[config.mk]
export PLATFORM = sky130hd
export DESIGN_NAME = inst_mem_arbiter
export DESIGN_NICKNAME = d
export VERILOG_FILES = /design/src/rtl/inst_mem_pkg.sv /design/src/rtl/inst_mem_arbiter_rr_arb2.sv /design/src/rtl/inst_mem_arbiter.sv
export SDC_FILE = /design/constraint.sdc
export NUM_CORES = 1
export LEC_CHECK = 0
export CAP_MARGIN = 40
export CELL_PAD_IN_SITES_DETAIL_PLACEMENT = 1
export CELL_PAD_IN_SITES_GLOBAL_PLACEMENT = 1
export CORE_ASPECT_RATIO = 1.1
export CORE_MARGIN = 2
export CORE_UTILIZATION = 32
export CTS_BUF_LIST = sky130_fd_sc_hd__clkbuf_16
export DETAILED_ROUTE_END_ITERATION = 10
export GPL_TIMING_DRIVEN = 0
export PLACE_DENSITY_LB_ADDON = 0.3
export SYNTH_ARGS = -nofsm -noshare
export SYNTH_HDL_FRONTEND = slang
export SYNTH_SLANG_ARGS = --single-unit
[constraint.sdc]
create_clock -name clk -period 4.16 [get_ports clk]
set_input_delay 0.416 -clock clk [delete_from_list [all_inputs] [get_ports clk]]
set_output_delay 0.416 -clock clk [all_outputs]
set_load 0.05 [all_outputs]
[src/rtl/inst_mem_pkg.sv]
// Shared types for the instruction-memory arbiter: FSM state, transaction owner
// and default word/address widths.
package inst_mem_pkg;

    localparam int DEF_INST_WIDTH      = 32;
    localparam int DEF_INST_ADDR_WIDTH = 7;

    typedef enum logic [1:0] {
        ST_IDLE  = 2'd0,
        ST_ISSUE = 2'd1,
        ST_WAIT  = 2'd2,
        ST_RESP  = 2'd3
    } state_t;

    typedef enum logic {
        OWN_LD   = 1'b0,
        OWN_CORE = 1'b1
    } owner_t;

endpackage

[src/rtl/inst_mem_arbiter_rr_arb2.sv]
// Two-way round-robin picker; on a tie the requester that did not win last time
// is chosen. last_q only moves when the caller commits the grant.
module rr_arb2
    import inst_mem_pkg::*;
(
    input  logic   clk,
    input  logic   rst,
    input  logic   req_ld_i,
    input  logic   req_core_i,
    input  logic   update_i,
    output logic   grant_valid_o,
    output owner_t grant_owner_o
);

    owner_t last_q;

    always_comb begin
        grant_valid_o = req_ld_i | req_core_i;
        if (req_ld_i && req_core_i) begin
            grant_owner_o = (last_q == OWN_LD) ? OWN_CORE : OWN_LD;
        end else if (req_core_i) begin
            grant_owner_o = OWN_CORE;
        end else begin
            grant_owner_o = OWN_LD;
        end
    end

    // Resetting to OWN_LD makes the core win the first tie.
    always_ff @(posedge clk) begin
        if (rst) begin
            last_q <= OWN_LD;
        end else if (update_i && grant_valid_o) begin
            last_q <= grant_owner_o;
        end
    end

endmodule

[src/rtl/inst_mem_arbiter.sv]
// Shares one instruction-memory port between the boot loader and the core fetch
// path, one transaction at a time, with a valid-or-timeout completion.
module inst_mem_arbiter
    import inst_mem_pkg::*;
#(
    parameter int INST_WIDTH      = DEF_INST_WIDTH,
    parameter int INST_ADDR_WIDTH = DEF_INST_ADDR_WIDTH,
    parameter int TIMEOUT_CYCLES  = 15
) (
    input  logic                       clk,
    input  logic                       rst,
    input  logic                       ld_req,
    input  logic                       ld_we,
    input  logic [INST_ADDR_WIDTH-1:0] ld_addr,
    input  logic [INST_WIDTH-1:0]      ld_wdata,
    output logic                       ld_ack,
    input  logic                       core_req,
    input  logic [INST_ADDR_WIDTH-1:0] core_addr,
    output logic                       core_ack,
    output logic [INST_WIDTH-1:0]      rsp_rdata,
    output logic                       rsp_err,
    output logic                       busy,
    output logic                       mem_we,
    output logic                       mem_request,
    output logic [INST_ADDR_WIDTH-1:0] mem_addr,
    output logic [INST_WIDTH-1:0]      mem_wdata,
    input  logic                       mem_valid,
    input  logic [INST_WIDTH-1:0]      mem_rdata
);

    localparam int TO_W = $clog2(TIMEOUT_CYCLES + 1);
    localparam logic [TO_W-1:0] CNT_LAST = TO_W'(TIMEOUT_CYCLES - 1);

    state_t                      state_q, state_d;
    owner_t                      owner_q, owner_d;
    logic [TO_W-1:0]             cnt_q, cnt_d;
    logic                        ld_ack_q, ld_ack_d;
    logic                        core_ack_q, core_ack_d;
    logic [INST_WIDTH-1:0]       rsp_rdata_q, rsp_rdata_d;
    logic                        rsp_err_q, rsp_err_d;
    logic                        busy_q, busy_d;
    logic                        mem_we_q, mem_we_d;
    logic                        mem_request_q, mem_request_d;
    logic [INST_ADDR_WIDTH-1:0]  mem_addr_q, mem_addr_d;
    logic [INST_WIDTH-1:0]       mem_wdata_q, mem_wdata_d;

    logic   arb_update;
    logic   grant_valid;
    owner_t grant_owner;

    rr_arb2 u_rr_arb2 (
        .clk           (clk),
        .rst           (rst),
        .req_ld_i      (ld_req),
        .req_core_i    (core_req),
        .update_i      (arb_update),
        .grant_valid_o (grant_valid),
        .grant_owner_o (grant_owner)
    );

    always_comb begin
        state_d       = state_q;
        owner_d       = owner_q;
        cnt_d         = cnt_q;
        ld_ack_d      = 1'b0;
        core_ack_d    = 1'b0;
        rsp_rdata_d   = rsp_rdata_q;
        rsp_err_d     = rsp_err_q;
        mem_we_d      = mem_we_q;
        mem_request_d = 1'b0;
        mem_addr_d    = mem_addr_q;
        mem_wdata_d   = mem_wdata_q;
        arb_update    = 1'b0;

        case (state_q)
            ST_IDLE: begin
                if (grant_valid) begin
                    arb_update    = 1'b1;
                    owner_d       = grant_owner;
                    mem_request_d = 1'b1;
                    state_d       = ST_ISSUE;
                    if (grant_owner == OWN_CORE) begin
                        mem_we_d    = 1'b0;
                        mem_addr_d  = core_addr;
                        mem_wdata_d = '0;
                    end else begin
                        mem_we_d    = ld_we;
                        mem_addr_d  = ld_addr;
                        mem_wdata_d = ld_wdata;
                    end
                end
            end
            ST_ISSUE: begin
                if (mem_valid) begin
                    rsp_rdata_d = mem_rdata;
                    rsp_err_d   = 1'b0;
                    ld_ack_d    = (owner_q == OWN_LD);
                    core_ack_d  = (owner_q == OWN_CORE);
                    state_d     = ST_RESP;
                end else begin
                    cnt_d   = '0;
                    state_d = ST_WAIT;
                end
            end
            ST_WAIT: begin
                if (mem_valid) begin
                    rsp_rdata_d = mem_rdata;
                    rsp_err_d   = 1'b0;
                    ld_ack_d    = (owner_q == OWN_LD);
                    core_ack_d  = (owner_q == OWN_CORE);
                    state_d     = ST_RESP;
                end else if (cnt_q == CNT_LAST) begin
                    rsp_rdata_d = '0;
                    rsp_err_d   = 1'b1;
                    ld_ack_d    = (owner_q == OWN_LD);
                    core_ack_d  = (owner_q == OWN_CORE);
                    state_d     = ST_RESP;
                end else begin
                    cnt_d = cnt_q + 1'b1;
                end
            end
            default: begin
                // RESP: response fields only mean something alongside an ack.
                rsp_rdata_d = '0;
                rsp_err_d   = 1'b0;
                mem_we_d    = 1'b0;
                state_d     = ST_IDLE;
            end
        endcase

        busy_d = (state_d != ST_IDLE);
    end

    always_ff @(posedge clk) begin
        if (rst) begin
            state_q       <= ST_IDLE;
            owner_q       <= OWN_LD;
            cnt_q         <= '0;
            ld_ack_q      <= 1'b0;
            core_ack_q    <= 1'b0;
            rsp_rdata_q   <= '0;
            rsp_err_q     <= 1'b0;
            busy_q        <= 1'b0;
            mem_we_q      <= 1'b0;
            mem_request_q <= 1'b0;
            mem_addr_q    <= '0;
            mem_wdata_q   <= '0;
        end else begin
            state_q       <= state_d;
            owner_q       <= owner_d;
            cnt_q         <= cnt_d;
            ld_ack_q      <= ld_ack_d;
            core_ack_q    <= core_ack_d;
            rsp_rdata_q   <= rsp_rdata_d;
            rsp_err_q     <= rsp_err_d;
            busy_q        <= busy_d;
            mem_we_q      <= mem_we_d;
            mem_request_q <= mem_request_d;
            mem_addr_q    <= mem_addr_d;
            mem_wdata_q   <= mem_wdata_d;
        end
    end

    assign ld_ack      = ld_ack_q;
    assign core_ack    = core_ack_q;
    assign rsp_rdata   = rsp_rdata_q;
    assign rsp_err     = rsp_err_q;
    assign busy        = busy_q;
    assign mem_we      = mem_we_q;
    assign mem_request = mem_request_q;
    assign mem_addr    = mem_addr_q;
    assign mem_wdata   = mem_wdata_q;

endmodule

==> flow_metrics.env <==
export IMPL_dr_first_iter_drc_count=111
export IMPL_syn_area_per_cell_um2=10.2
export IMPL_cts_resized_gates=0
export IMPL_cts_clk_slew_worst_paths_ns=0.06
export IMPL_grt_usage=0.192
export IMPL_rsz0062_at_grt="false"
export IMPL_crit_fanout=10
export IMPL_synthMuxAreaShare=0.0270
export IMPL_cp_cell_sequence="inv_1, ha_1, buf_2, o21ai_1, clkbuf_1, a22oi_1, nor2_1"
export IMPL_grt_max_degree=14
export IMPL_gr_total_overflow=0
export IMPL_min_period_ns=2.01
export IMPL_drv_cap=0
export IMPL_synth_seq_cells=84
export IMPL_crit_path_start_kind="flip-flop"
export IMPL_status="complete, no violations"
export IMPL_routed_wl_um=10500
export IMPL_arrival_ns=2.28
export IMPL_cts_tree="done"
export IMPL_cts_sinks=84
export IMPL_worst_pin_slew_ns=0.565
export IMPL_hold_viol=0
export IMPL_htreeDepth=3
export IMPL_worst_ep_required_time_ns=4.43
export IMPL_place_congestion=0.762
export IMPL_leakagePower_nw=1.96
export IMPL_hold_class="flip-flop to flip-flop"
export IMPL_dieWidth_um=101
export IMPL_slew_headroom=0.622
export IMPL_hpwl_um=8020
export IMPL_seq_area_frac_synth=0.503
export IMPL_start_util=0.324
export IMPL_syn_area_mm2=0.00334
export IMPL_grt_pass1_vias=3478
export IMPL_synthArstFlopShare=0
export IMPL_synth_ff_type="dfxtp_1"
export IMPL_clock_fmax_mhz=498
export IMPL_wl_per_cell_um=16.3
export IMPL_io_pins=161
export IMPL_cp_end_kind="flip-flop"
export IMPL_ys_warn_count=0
export IMPL_p_switching_w=0.00100
export IMPL_intPower_w=0.00171
export IMPL_synth_largest_area_cell="dfxtp_1"
export IMPL_synthTopCellsByArea="dfxtp_1 50%, nor4b_1 8.7%, a31o_1 8.4%, a22oi_1 7.4%, nor2_1 5.7%"
export IMPL_synthesis_nets=418
export IMPL_first_pass_iters=4
export IMPL_synth_edf_count=0
export IMPL_cts_buffers=9
export IMPL_critPathKind="flip-flop to flip-flop"
export IMPL_cts_root_buf="clkbuf_16"
export IMPL_die_area_mm2=0.0113
export IMPL_synth_xor_area_frac=0.00524
export IMPL_grt_pass1_wl_um=16900
export IMPL_numPortBuffers=159
export IMPL_maxSlewViolCount=0
export IMPL_cts_path_max_buffers=2
export IMPL_ant_nets=0
export IMPL_placed_area_mm2=0.00511
export IMPL_crit_slowest_cell="clkbuf_1"
export IMPL_crit_path_max_incr_delay_ns=0.46
export IMPL_skew_ns=0.00646
export IMPL_fin_crit_sh=0.482
export IMPL_drcViolationCount=0
export IMPL_area_growth_pct=61.5
export IMPL_drive_above_1_share=0.0656
export IMPL_synth_fa_ha_area_frac=0.0225
export IMPL_synthCells=328
export IMPL_viasPerCell=5.01
export IMPL_cts_hold_buffers=0
export IMPL_fin_tns_setup_ns=0
export IMPL_synth_top_family_by_area="compound AO/OA/AOI/OAI gates"
export IMPL_synth_compound_area_frac=0.202
export IMPL_p_sw_frac=0.369
export IMPL_clkPwrFrac=0.287
export IMPL_design_area_mm2=0.00540
export IMPL_comb_power_share=0.369
export IMPL_setup_viol=0
export IMPL_die_h_um=111
export IMPL_antenna_found_initial=0
export IMPL_seq_power_share=0.345
export IMPL_clock_latency_ns=0.34
export IMPL_power_density_mw_per_mm2=502
export IMPL_power_w=0.00271
export IMPL_synth_simple_area_share=0.184
export IMPL_synth_cell_type_count=36
export IMPL_cts_setup_buffers=0
export IMPL_rows=39
export IMPL_antenna_cells=0
export IMPL_synth_top_area_frac=0.503
export IMPL_ir_drop_v=0.000223
export IMPL_nNetsFinal=588
export IMPL_coreArea_mm2=0.0103
export IMPL_vias=3236
[per-stage QoR]
stage	setup WS, ns	instances	utilization	hold slack, ns
final	2.15	646	0.524	0.479
after global routing	1.93	646	0.524	0.518
after CTS	2.11	646	0.524	0.480
after detailed placement	1.90	630	0.496	0.472
after global placement	1.98	630	0.496	0.464
after floorplan	2.46	328	-	0.456
[cells in the mapped netlist (3+ instances only)]
| cell | instances |
|---|---|
| a211oi_1 | 9 |
| a21oi_1 | 3 |
| a22oi_1 | 33 |
| a31o_1 | 32 |
| buf_2 | 13 |
| buf_6 | 4 |
| clkbuf_1 | 13 |
| dfxtp_1 | 84 |
| ha_1 | 6 |
| inv_1 | 6 |
| mux2i_1 | 9 |
| nor2_1 | 51 |
| nor3_1 | 5 |
| nor4b_1 | 33 |
| o21ai_0 | 3 |
[cell type report]
class,instances,area [um2]
buffer,31,163
inverter,6,22.5
timing repair buffer,159,1590
multi-input combinational,207,1470
clock inverter,7,60.1
fill,1156,4900
tap,143,179
clock buffer,9,225
sequential,84,1680
[registers in the layout (all words and copies together) (netlist names)]
name	flops
mem_we	1
rsp_rdata	32
ld_ack	1
mem_addr	7
state_q	2
mem_wdata	32
busy	1
u_rr_arb2.last_q	1
mem_request	1
cnt_q	4
rsp_err	1
core_ack	1
[cell families (layout without fill, tap and decap cells)]
family / Yosys count / in the layout
muxes: 9 / 9
AOI/OAI and AO/OA: 86 / 86
adders and majority gates: 6 / 6
xor gates and xnor gates: 2 / 2
buffers and inverters: 37 / 212
and+or+nand+nor: 104 / 104
DFF: 84 / 84
[critical path: cells and delay by family (launching register included)]
kind            cells  cell delay [ns]
compound gates      2             0.50
fa+ha+maj           1             0.19
buf+inv             3             0.73
flops               1             0.38
simple gates        1             0.14
[placed cells by master (no fill, tap or decap), types with 2 or more instances in the layout]
master           count
a211oi_1             9
a21oi_1              3
a22oi_1             33
a31o_1              32
and3_1               2
buf_2               13
buf_6                4
clkbuf_1            13
clkbuf_16            9
clkdlybuf4s50_1    159
clkinv_1             2
clkinvlp_4           2
dfxtp_1             84
ha_1                 6
inv_1                8
mux2i_1              9
nand2_1              2
nor2_1              51
nor3_1               5
nor4b_1             33
o21ai_0              3
xnor2_1              2
[power by group through the flow]
stage	Combinational, W	Clock [W]	Sequential [W]
after detailed placement	0.00101	0	0.000951
final	0.00100	0.000777	0.000934
after global routing	0.00108	0.000841	0.000944
after floorplan	0.000396	0	0.00120
after global placement	0.000988	0	0.000946
after CTS	0.00101	0.000796	0.000935
[metal layers]
| layer | up-vias | wire length [um] | global-route usage |
|---|---|---|---|
| met3 | 13 | 825 | 0.0776 |
| met1 | 1532 | 4430 | 0.219 |
| met2 | 128 | 5070 | 0.321 |
| met4 | 0 | 188 | 0.0658 |
| li1 | 1563 | - | - |
| met5 | - | 0 | 0 |
[final timing paths]
kind                                 start      endpoint  slack, ns  cells after the start
worst min register to register      mem_we        mem_we       0.48                      2
worst max-delay path            state_q[0]  mem_wdata[8]       2.15                      7
worst max register to register  state_q[0]  mem_wdata[8]       2.15                      7
worst min-delay path                mem_we        mem_we       0.48                      2
No activity file was read; power rests on OpenSTA's default activity.
